**src/rtl/instr_encoder_if.sv**
```systemverilog
// Request/response bundle between the test harness and instr_encoder.
// Latency: none, wires only.
// Backpressure: in_valid_i/in_ready_o on the request side, out_valid_o/out_ready_i on the output side.
// Ports: request fields (fmt_i, opcode_i, rd_i, funct3_i, rs1_i, rs2_i, funct7_i, imm_i),
//        encoded output (out_instr_o, out_addr_o, out_err_o) and both handshakes.
// master = harness side, slave = encoder side.
interface instr_encoder_if;
  logic        in_valid_i;
  logic        in_ready_o;
  logic [2:0]  fmt_i;
  logic [6:0]  opcode_i;
  logic [4:0]  rd_i;
  logic [2:0]  funct3_i;
  logic [4:0]  rs1_i;
  logic [4:0]  rs2_i;
  logic [6:0]  funct7_i;
  logic [31:0] imm_i;
  logic        out_valid_o;
  logic        out_ready_i;
  logic [31:0] out_instr_o;
  logic [31:0] out_addr_o;
  logic        out_err_o;

  modport master (
    output in_valid_i, fmt_i, opcode_i, rd_i, funct3_i, rs1_i, rs2_i, funct7_i, imm_i,
    output out_ready_i,
    input  in_ready_o, out_valid_o, out_instr_o, out_addr_o, out_err_o
  );

  modport slave (
    input  in_valid_i, fmt_i, opcode_i, rd_i, funct3_i, rs1_i, rs2_i, funct7_i, imm_i,
    input  out_ready_i,
    output in_ready_o, out_valid_o, out_instr_o, out_addr_o, out_err_o
  );
endinterface

```
**src/rtl/instr_encoder.sv**
```systemverilog
// Packs RV32I fields plus a signed immediate into instruction words, each tagged with a byte address.
// Latency: request accepted at edge k is at the output after edge k+1 (empty FIFO); 1+OUT_DEPTH words in flight.
// Backpressure: in_ready_o = !s1_vld || fifo space; combinational from out_ready_i.
// Ports: clk_i, rst_i (async, active low), clr_i (sync clear), bus (instr_encoder_if.slave).
// Optional: define INSTR_ENC_RANGE_CHECK_EN to flag out-of-range / misaligned immediates.
module instr_encoder #(
  parameter logic [31:0] BASE_ADDR = 32'h0000_0000,
  parameter int unsigned OUT_DEPTH = 2
) (
  input  logic           clk_i,
  input  logic           rst_i,
  input  logic           clr_i,
  instr_encoder_if.slave bus
);

  localparam int unsigned PW = $clog2(OUT_DEPTH);
  localparam int unsigned CW = PW + 1;

  localparam logic [2:0] FMT_R = 3'd0;
  localparam logic [2:0] FMT_I = 3'd1;
  localparam logic [2:0] FMT_S = 3'd2;
  localparam logic [2:0] FMT_B = 3'd3;
  localparam logic [2:0] FMT_J = 3'd4;

  // ---------------- range check ----------------
  logic range_bad;
`ifdef INSTR_ENC_RANGE_CHECK_EN
  logic signed [31:0] imm_s;
  assign imm_s = $signed(bus.imm_i);

  always_comb begin
    range_bad = 1'b0;
    case (bus.fmt_i)
      FMT_I, FMT_S: range_bad = (imm_s < -32'sd2048) || (imm_s > 32'sd2047);
      FMT_B:        range_bad = (imm_s < -32'sd4096) || (imm_s > 32'sd4094) || bus.imm_i[0];
      FMT_J:        range_bad = (imm_s < -32'sd1048576) || (imm_s > 32'sd1048574) || bus.imm_i[0];
      default:      range_bad = 1'b0;
    endcase
  end
`else
  // Without the check the upper immediate bits are simply truncated.
  logic unused_imm_hi;
  assign unused_imm_hi = ^bus.imm_i[31:21];
  assign range_bad     = 1'b0;
`endif

  // ---------------- packing ----------------
  logic [31:0] enc_word;
  logic        enc_err;

  always_comb begin
    enc_word = '0;
    enc_err  = 1'b0;
    case (bus.fmt_i)
      FMT_R: enc_word = {bus.funct7_i, bus.rs2_i, bus.rs1_i, bus.funct3_i, bus.rd_i, bus.opcode_i};
      FMT_I: enc_word = {bus.imm_i[11:0], bus.rs1_i, bus.funct3_i, bus.rd_i, bus.opcode_i};
      FMT_S: enc_word = {bus.imm_i[11:5], bus.rs2_i, bus.rs1_i, bus.funct3_i,
                         bus.imm_i[4:0], bus.opcode_i};
      FMT_B: enc_word = {bus.imm_i[12], bus.imm_i[10:5], bus.rs2_i, bus.rs1_i, bus.funct3_i,
                         bus.imm_i[4:1], bus.imm_i[11], bus.opcode_i};
      FMT_J: enc_word = {bus.imm_i[20], bus.imm_i[10:1], bus.imm_i[11], bus.imm_i[19:12],
                         bus.rd_i, bus.opcode_i};
      default: enc_err = 1'b1;  // illegal format: all-zero word
    endcase
    // A failed range check still emits an entry, but as a zero word with the error bit.
    if (range_bad) begin
      enc_word = '0;
      enc_err  = 1'b1;
    end
  end

  // ---------------- handshakes ----------------
  logic          s1_vld, s1_err;
  logic [31:0]   s1_instr, s1_addr, addr_cnt;
  logic [PW-1:0] wr_ptr, rd_ptr;
  logic [CW-1:0] cnt;
  logic          fifo_full, head_vld, space, push, pop, accept;

  assign fifo_full = (cnt == CW'(OUT_DEPTH));
  assign head_vld  = (cnt != '0);
  // space ignores clr_i so in_ready_o stays a plain function of occupancy and out_ready_i.
  assign space     = !fifo_full || (head_vld && bus.out_ready_i);
  assign push      = s1_vld && space && !clr_i;
  assign pop       = head_vld && bus.out_ready_i && !clr_i;
  assign accept    = bus.in_valid_i && bus.in_ready_o && !clr_i;

  assign bus.in_ready_o = !s1_vld || space;

  // Stage 1: encode register plus address counter.
  always_ff @(posedge clk_i or negedge rst_i) begin
    if (!rst_i) begin
      s1_vld   <= 1'b0;
      s1_err   <= 1'b0;
      s1_instr <= '0;
      s1_addr  <= '0;
      addr_cnt <= BASE_ADDR;
    end else if (clr_i) begin
      s1_vld   <= 1'b0;
      addr_cnt <= BASE_ADDR;
    end else if (accept) begin
      s1_vld   <= 1'b1;
      s1_err   <= enc_err;
      s1_instr <= enc_word;
      s1_addr  <= addr_cnt;
      addr_cnt <= addr_cnt + 32'd4;
    end else if (push) begin
      s1_vld <= 1'b0;
    end
  end

  // Output FIFO. When full, a same-edge pop frees the slot being written (wr_ptr == rd_ptr).
  logic [31:0] mem_instr [OUT_DEPTH];
  logic [31:0] mem_addr  [OUT_DEPTH];
  logic        mem_err   [OUT_DEPTH];
  logic [31:0] last_instr, last_addr;
  logic        last_err;

  always_ff @(posedge clk_i or negedge rst_i) begin
    if (!rst_i) begin
      wr_ptr     <= '0;
      rd_ptr     <= '0;
      cnt        <= '0;
      last_instr <= '0;
      last_addr  <= '0;
      last_err   <= 1'b0;
      for (int i = 0; i < int'(OUT_DEPTH); i++) begin
        mem_instr[i] <= '0;
        mem_addr[i]  <= '0;
        mem_err[i]   <= 1'b0;
      end
    end else if (clr_i) begin
      wr_ptr <= '0;
      rd_ptr <= '0;
      cnt    <= '0;
    end else begin
      if (push) begin
        mem_instr[wr_ptr] <= s1_instr;
        mem_addr[wr_ptr]  <= s1_addr;
        mem_err[wr_ptr]   <= s1_err;
        wr_ptr            <= wr_ptr + PW'(1);
      end
      if (pop) begin
        // Keep the popped entry so the outputs hold it once the FIFO runs empty.
        last_instr <= mem_instr[rd_ptr];
        last_addr  <= mem_addr[rd_ptr];
        last_err   <= mem_err[rd_ptr];
        rd_ptr     <= rd_ptr + PW'(1);
      end
      if (push && !pop)      cnt <= cnt + CW'(1);
      else if (pop && !push) cnt <= cnt - CW'(1);
    end
  end

  assign bus.out_valid_o = head_vld;
  assign bus.out_instr_o = head_vld ? mem_instr[rd_ptr] : last_instr;
  assign bus.out_addr_o  = head_vld ? mem_addr[rd_ptr]  : last_addr;
  assign bus.out_err_o   = head_vld ? mem_err[rd_ptr]   : last_err;

endmodule

```
**src/flat_wrapper.sv**
```systemverilog
// flat-port wrapper written by rule: the top's interface ports become plain ports
module instr_encoder_flat 
#(
  parameter logic [31:0] BASE_ADDR = 32'h0000_0000,
  parameter int unsigned OUT_DEPTH = 2
)
  (clk_i, rst_i, clr_i, bus_in_valid_i, bus_fmt_i, bus_opcode_i, bus_rd_i, bus_funct3_i, bus_rs1_i, bus_rs2_i, bus_funct7_i, bus_imm_i, bus_out_ready_i, bus_in_ready_o, bus_out_valid_o, bus_out_instr_o, bus_out_addr_o, bus_out_err_o);
  instr_encoder_if bus_i ();
  input  logic clk_i;
  input  logic rst_i;
  input  logic clr_i;
  input wire logic [$bits(bus_i.in_valid_i)-1:0] bus_in_valid_i;
  input wire logic [$bits(bus_i.fmt_i)-1:0] bus_fmt_i;
  input wire logic [$bits(bus_i.opcode_i)-1:0] bus_opcode_i;
  input wire logic [$bits(bus_i.rd_i)-1:0] bus_rd_i;
  input wire logic [$bits(bus_i.funct3_i)-1:0] bus_funct3_i;
  input wire logic [$bits(bus_i.rs1_i)-1:0] bus_rs1_i;
  input wire logic [$bits(bus_i.rs2_i)-1:0] bus_rs2_i;
  input wire logic [$bits(bus_i.funct7_i)-1:0] bus_funct7_i;
  input wire logic [$bits(bus_i.imm_i)-1:0] bus_imm_i;
  input wire logic [$bits(bus_i.out_ready_i)-1:0] bus_out_ready_i;
  output wire logic [$bits(bus_i.in_ready_o)-1:0] bus_in_ready_o;
  output wire logic [$bits(bus_i.out_valid_o)-1:0] bus_out_valid_o;
  output wire logic [$bits(bus_i.out_instr_o)-1:0] bus_out_instr_o;
  output wire logic [$bits(bus_i.out_addr_o)-1:0] bus_out_addr_o;
  output wire logic [$bits(bus_i.out_err_o)-1:0] bus_out_err_o;
  assign bus_i.in_valid_i = bus_in_valid_i;
  assign bus_i.fmt_i = bus_fmt_i;
  assign bus_i.opcode_i = bus_opcode_i;
  assign bus_i.rd_i = bus_rd_i;
  assign bus_i.funct3_i = bus_funct3_i;
  assign bus_i.rs1_i = bus_rs1_i;
  assign bus_i.rs2_i = bus_rs2_i;
  assign bus_i.funct7_i = bus_funct7_i;
  assign bus_i.imm_i = bus_imm_i;
  assign bus_i.out_ready_i = bus_out_ready_i;
  assign bus_in_ready_o = bus_i.in_ready_o;
  assign bus_out_valid_o = bus_i.out_valid_o;
  assign bus_out_instr_o = bus_i.out_instr_o;
  assign bus_out_addr_o = bus_i.out_addr_o;
  assign bus_out_err_o = bus_i.out_err_o;
  instr_encoder #(.BASE_ADDR(BASE_ADDR), .OUT_DEPTH(OUT_DEPTH)) u_core (.clk_i(clk_i), .rst_i(rst_i), .clr_i(clr_i), .bus(bus_i));
endmodule
```
**config.mk**
```make
export PLATFORM = sky130hd
export DESIGN_NAME = instr_encoder_flat
export DESIGN_NICKNAME = d
export VERILOG_FILES = /design/src/rtl/instr_encoder_if.sv /design/src/rtl/instr_encoder.sv /design/src/flat_wrapper.sv
export SDC_FILE = /design/constraint.sdc
export NUM_CORES = 1
export LEC_CHECK = 0
export CAP_MARGIN = 25
export CORE_MARGIN = 1
export CORE_UTILIZATION = 55
export CTS_CLUSTER_SIZE = 40
export DETAILED_ROUTE_END_ITERATION = 8
export PLACE_DENSITY = 0.81
export SYNTH_ARGS = -nofsm -noshare
export SYNTH_HDL_FRONTEND = slang
export SYNTH_SLANG_ARGS = --single-unit
```
**constraint.sdc**
```tcl
create_clock -name clk_i -period 5.5 [get_ports clk_i]
set_input_delay 1.375 -clock clk_i [delete_from_list [all_inputs] [get_ports clk_i]]
set_output_delay 1.375 -clock clk_i [all_outputs]
set_load 0.02 [all_outputs]
```
==> impl_metrics.toml, run 1 <==
[routing]
wl_um = 27080
drc = 0
viasPerCell = 5.660
wl_per_cell_um = 17.47
num_vias = 8773
ant_nets = 0
drtPass1Iterations = 5
drtIter0Drc = 632

[sta]
worst-slew-pin-transition_ns = 0.9442
slew_headroom_pct = 36.86
rsz0062_at_grt = "no"
hold_viol_final = 0
period_share_pct = 78.96
min_period_ns = 4.343
drv_slew = 0
max_freq_ghz = 0.2303
setup_viol = 0
setup-tns-final_ns = 0
fin_skew_ns = 0.008101

[finish]
drive_above_1_share_pct = 19.25
fin_util_pct = 65.64
register_area_um2 = 7186
syn_to_final_growth_pct = 17.70
fill_cells = 1774
antenna-diode-count = 0
nNetsFinal = 1283
multi_input_area_um2 = 5435

[pwr]
leakage_nw = 6.764
p_int_mw = 4.220
netSwitchingPower_mw = 1.690
combPwrFrac_pct = 23.5
p_seq_share_pct = 45.5
ir_drop_v = 0.0002449
swShare_pct = 28.60
clkPwrFrac_pct = 31.0
power.density_nw_per_um2 = 384.7

[yosys]
ys_async_sr_fraction_pct = 100.0
yosys_warnings = 0
synth_flop_cell = "dfrtp_1"
syn_area_per_cell_um2 = 11.72
synth.distinct_cells = 46
synth_enable_flop_cells = 0
syn_area_um2 = 13050
syn_inst = 1114
ys_ff_latch = 287
ys_seq_area_share_pct = 55.03

[global_route]
grt.total_usage_pct = 22.74
antenna_found_initial = 0
grt_overflow_total = 0
grt_max_degree = 107
grt_pass1_vias = 8799
grt_pass1_wl_um = 44560

[placement]
gp_congestion = 0.7760
hpwl_um = 17150
portBuffers = 125

[setup_path]
critPathLaunchType = "register"
arrival_ns = 2.97
path_max_fanout = 76
critical_path_required_ns = 4.12
cp_slowest_cell = "clkdlybuf4s50_1"
crit_chain = "or2_4 -> buf_12 -> nor2_1 -> a21oi_1 -> clkdlybuf4s50_1"
worstSetupPathType = "reg2out"
worstReg2RegStart = "u_core.cnt[0]$_DFFE_PN0P_"
cp-end-kind = "output pin"
slowest_delay_ns = 0.66
startpoint = "u_core.cnt[1]$_DFFE_PN0P_"

[floorplan]
rows = 56
start_util_pct = 55.77
core_area_um2 = 23400
die_w_um = 156.0
die_area_um2 = 24350
io_pins = 139
dieHeight_um = 156.0

[clock_tree]
cts_tree = "done"
cts_setup_buffers = 0
path_clk_slew_ns = 0.06
cts_root_buf = "clkbuf_16"
cts_made_buffers = 29
clock_path_buffers = 3
clock_sinks = 287
cts-resized-gates = 0
h-tree-depth = 1
cts_hold_buf = 0
insertion_delay_ns = 0.53

[job]
cap_viol_max_count = 0

[min_path]
hold_path_class = "reg2reg"
hold_start = "u_core.mem_addr[53]$_DFFE_PN0P_"

[status]
outcome = "finished clean"
==> cells in the mapped netlist, types with 2 or more instances <==
cell type  number  area, um2
and2_1          3      18.77
a22oi_1         4      30.03
mux2i_1        73      730.7
and3_1         10      62.56
buf_6          13      146.4
o21ai_0         9      45.04
buf_4           4      30.03
or4_1          13      97.59
nor3_1          2      10.01
or2_2           3      18.77
or3_1          10      62.56
nand3_1        14      70.07
nor2b_1         2      12.51
buf_1          10      37.54
xor2_1          9      78.83
and4_1          4      35.03
mux2_2        101       1137
nor3b_1         4      30.03
nand2b_1        4      25.02
a22o_1          8      70.07
o21a_1          9      67.56
nor2_1        161      604.3
inv_1           6      22.52
a21oi_1       177      885.9
o211ai_1        8      60.06
o31ai_1        13      97.59
mux2_4         60      900.9
buf_2          18      90.09
clkbuf_1       36      135.1
nand2_1        13      48.80
dfrtp_1       287       7182
nand4_1        12      75.07
==> state kept, by name, indices dropped and copies added (netlist names) <==
signal,count
u_core.mem_instr,64
u_core.mem_err,2
u_core.s1_instr,32
u_core.last_err,1
u_core.cnt,2
u_core.last_addr,30
u_core.rd_ptr,1
u_core.s1_addr,30
u_core.mem_addr,60
u_core.addr_cnt,30
u_core.s1_err,1
u_core.last_instr,32
u_core.wr_ptr,1
u_core.s1_vld,1
==> metrics by stage <==
| stage | instance area [um2] | instances | power, mW | worst slack, ns | hold WS [ns] |
|---|---|---|---|---|---|
| 2_1_floorplan | 13060 | 1115 | 3.538 | 2.275 | 0.4764 |
| 5_1_grt | 15360 | 1550 | 6.198 | 1.020 | 0.5206 |
| 4_1_cts | 15360 | 1550 | 5.955 | 1.161 | 0.5077 |
| 3_3_place_gp | 14470 | 1498 | 4.037 | 1.402 | 0.4872 |
| 6_report | 15360 | 1550 | 5.910 | 1.157 | 0.5039 |
| 3_5_place_dp | 14470 | 1498 | 4.110 | 1.383 | 0.4945 |
==> cell families (layout without fill, tap and decap cells) <==
logic type / count (synthesis) / after routing / share of synthesized area (%)
simple gates: 260 / 260 / 9.414
other cells: 1 / 2 / 0.02873
fa+ha+maj: 1 / 1 / 0.09585
buf+inv: 87 / 203 / 3.538
xor+xnor: 10 / 10 / 0.6711
compound gates: 234 / 234 / 10.01
flops: 287 / 287 / 55.03
mux: 234 / 234 / 21.22
==> path summary, 6_finish.rpt <==
check | slack (ns) | cells after the start | end
worst min-delay path | 0.50 | 1 | u_core.mem_addr[53]$_DFFE_PN0P_
worst max-delay path | 1.16 | 5 | bus_out_instr_o[10]
worst max register to register | 3.07 | 5 | u_core.mem_instr[9]$_DFFE_PN0P_
min in group asynchronous | 0.86 | 1 | u_core.last_instr[17]$_DFFE_PN0P_
max in group asynchronous | 3.32 | 2 | u_core.rd_ptr$_DFFE_PN0P_
worst min register to register | 0.50 | 1 | u_core.mem_addr[53]$_DFFE_PN0P_
==> routing by layer <==
| layer | GRT usage (%) | vias to the layer above | wire length, um |
|---|---|---|---|
| met3 | 3.083 | 43 | 1115 |
| met2 | 37.90 | 190 | 13320 |
| li1 | - | 4141 | - |
| met4 | 5.462 | 0 | 531 |
| met1 | 31.61 | 4399 | 12120 |
| met5 | 0 | - | 0 |
==> cell usage in the layout (no fill, tap or decap), types with 6 or more instances in the layout <==
cell / netlist / final
clkbuf_8: 0 / 6
a21oi_1: 177 / 177
o21a_1: 9 / 9
and3_1: 10 / 10
dfrtp_1: 287 / 286
nor2_1: 161 / 160
xor2_1: 9 / 9
a22o_1: 8 / 8
o211ai_1: 8 / 8
nand3_1: 14 / 14
o21ai_0: 9 / 9
or3_1: 10 / 10
or4_1: 13 / 13
clkinv_2: 0 / 9
nand2_1: 13 / 13
mux2i_1: 73 / 73
buf_4: 4 / 18
mux2_2: 101 / 101
inv_1: 6 / 6
o31ai_1: 13 / 13
clkdlybuf4s50_1: 0 / 124
nand4_1: 12 / 12
mux2_4: 60 / 60
clkbuf_1: 36 / 7
clkbuf_16: 0 / 29
==> power groups by stage <==
stage,combinational [mW],sequential [mW],clock (mW)
2_1_floorplan,0.890,2.65,0
3_3_place_gp,1.35,2.69,0
3_5_place_dp,1.39,2.72,0
4_1_cts,1.40,2.69,1.87
5_1_grt,1.52,2.73,1.95
6_report,1.39,2.69,1.83
==> worst max-delay path: cells and delay by family, from the launching register on <==
kind                   cells  cell delay [ns]
AO/OA/AOI/OAI              1             0.25
flip-flops                 1             0.47
buffers and inverters      2             1.02
AND/OR/NAND/NOR            2             0.64
==> final cells by class <==
class / count / area share (%)
Clock buffer: 42 / 5.433
Tap cell: 319 / 2.598
Timing Repair Buffer: 145 / 9.318
Inverter: 6 / 0.1466
Sequential cell: 287 / 46.78
Clock inverter: 10 / 0.3421
Multi-Input combinational cell: 741 / 35.38
No activity file was read; power rests on OpenSTA's default activity.
==> run 2, diff against run 1 <==
CORE_UTILIZATION = 51   (was 55)
PLACE_DENSITY = 0.79   (was 0.81)
clock period = 3.5 ns   (was 5.5 ns; I/O delays follow)
==> impl_metrics.toml, run 2 (synthesized netlist as in run 1, its figures left out) <==
[finish]
multi_input_area_um2 = 5445
antenna-diode-count = 0
largest_reg_flops = 64
mostFrequentLayoutCell = "dfrtp_1"
syn_to_final_growth_pct = 19.99
top_regs = "u_core.mem_instr: 64 flops, u_core.mem_addr: 60 flops"
regMostFlops = "u_core.mem_instr"
nNetsFinal = 1291
register_area_um2 = 7188
drive_above_1_share_pct = 20.47
fill_cells = 1923
final_cell_mix = "284 x dfrtp_1, 177 x a21oi_1, 160 x nor2_1"

[pwr]
ir_drop_v = 0.0003893
leakage_nw = 6.903
power.density_nw_per_um2 = 615.0
design_power_total_mw = 9.630

[sta]
holdWs_ns = 0.3465
slew_headroom_pct = 51.35
period_share_pct = 97.44
drv_slew = 0
setup_viol = 0
max_freq_ghz = 0.2932
worst-slew-pin-transition_ns = 0.7298
worst_slack_ns = 0.08951
rsz0062_at_grt = "no"
hold_viol_final = 0
fin_skew_ns = 0.008726
setup-tns-final_ns = 0
min_period_ns = 3.410

[routing]
drtIter0Drc = 700
num_vias = 8858
ant_nets = 0
wl_um = 27710
wl_per_cell_um = 17.64
drc = 0
viasPerCell = 5.638
drtPass1Iterations = 5

[setup_path]
slowest_delay_ns = 0.66
critical_path_required_ns = 2.62
worstSetupPathType = "reg2out"
path_max_fanout = 56
arrival_ns = 2.54
crit_chain = "or2_4 -> buf_16 -> a21oi_1 -> clkdlybuf4s50_1"
critPathLaunchType = "register"
cp-end-kind = "output pin"
critPathBufInv = 2
cp_slowest_cell = "clkdlybuf4s50_1"
crit_family = "buffers and inverters"

[global_route]
grt_pass1_wl_um = 45750
grt_pass1_vias = 8922
grt.total_usage_pct = 21.54
antenna_found_initial = 0
grt_overflow_total = 0
grt_max_degree = 95

[clock_tree]
cts_made_buffers = 30
cts_hold_buf = 0
clock_path_buffers = 3
clock_sinks = 287
cts_root_buf = "clkbuf_16"
insertion_delay_ns = 0.54
path_clk_slew_ns = 0.06
h-tree-depth = 1
cts_tree = "done"

[floorplan]
core_area_um2 = 25110
dieHeight_um = 162.0
die_w_um = 162.0
rows = 58
io_pins = 139
die_area_um2 = 26230
start_util_pct = 51.98

[placement]
gp_congestion = 0.8057
dpl_worst_slack_ns = 0.2916
hpwl_um = 17240
portBuffers = 125

[min_path]
hold_path_class = "in2async"

[status]
outcome = "finished clean"

[job]
cap_viol_max_count = 0
-- run 2: cell count changes in the layout (fill, tap and decap cells not counted), moves of 2 or more --
cell,previous run,this run
bufinv_16,0,2
clkinv_2,9,11
dfrtp_2,0,2
dfrtp_1,286,284
clkbuf_16,29,31
clkbuf_1,7,3
buf_4,18,16
buf_12,2,9
-- run 2: area by class of cell --
type	instances	area share [%]
Inverter	6	0.1438
Sequential cell	287	45.90
Clock inverter	14	0.7910
Timing Repair Buffer	151	10.12
Clock buffer	41	5.641
Tap cell	330	2.637
Multi-Input combinational cell	742	34.77
-- run 2: metrics by stage --
stage	utilization [%]	cells	cell area, um2
after floorplan	-	1115	13060
after global placement	58.22	1513	14620
after detailed placement	58.22	1513	14620
after CTS	62.26	1569	15630
after global routing	62.37	1571	15660
final	62.37	1571	15660
-- run 2: report_power, final --
group / internal, mW / leakage [nW] / switching (mW) / total [mW]
logic: 1.12 / 2.72 / 1.09 / 2.22
registers: 3.88 / 3.67 / 0.333 / 4.22
clock network: 1.90 / 0.511 / 1.29 / 3.20
-- run 2: final timing paths --
check / start / end / slack (ns) / depth (start not counted)
worst max-delay path: u_core.cnt[1]$_DFFE_PN0P_ / bus_out_instr_o[10] / 0.09 / 4
worst min-delay path: rst_i / u_core.last_instr[15]$_DFFE_PN0P_ / 0.35 / 1
worst max register to register: u_core.cnt[0]$_DFFE_PN0P_ / u_core.s1_instr[3]$_DFFE_PN0P_ / 1.23 / 6
worst min register to register: u_core.mem_instr[53]$_DFFE_PN0P_ / u_core.mem_instr[53]$_DFFE_PN0P_ / 0.50 / 1
max in group asynchronous: rst_i / u_core.rd_ptr$_DFFE_PN0P_ / 2.31 / 2
min in group clk_i: u_core.mem_instr[53]$_DFFE_PN0P_ / u_core.mem_instr[53]$_DFFE_PN0P_ / 0.50 / 1
-- run 2: worst register-to-register path: cells and delay by family, from the launching register on --
family / cells / cell delay, ns
simple gates: 2 / 0.52
flops: 1 / 0.48
buf+inv: 2 / 0.52
compound gates: 2 / 0.67
-- run 2: timing repair --
| action | CTS | global route |
|---|---|---|
| pin swaps | 1 | 1 |
| resized for setup | 2 | 2 |
| gates cloned | 1 | 0 |
| setup endpoints to repair | 5 | 11 |
| buffers inserted | 0 | 2 |
-- run 2: routing by layer --
layer | up-vias | routed length [um] | global-route usage [%]
met5 | - | 0 | 0
met4 | 0 | 507 | 4.674
met3 | 38 | 1038 | 2.809
met2 | 181 | 13400 | 35.70
met1 | 4488 | 12760 | 30.34
li1 | 4151 | - | -
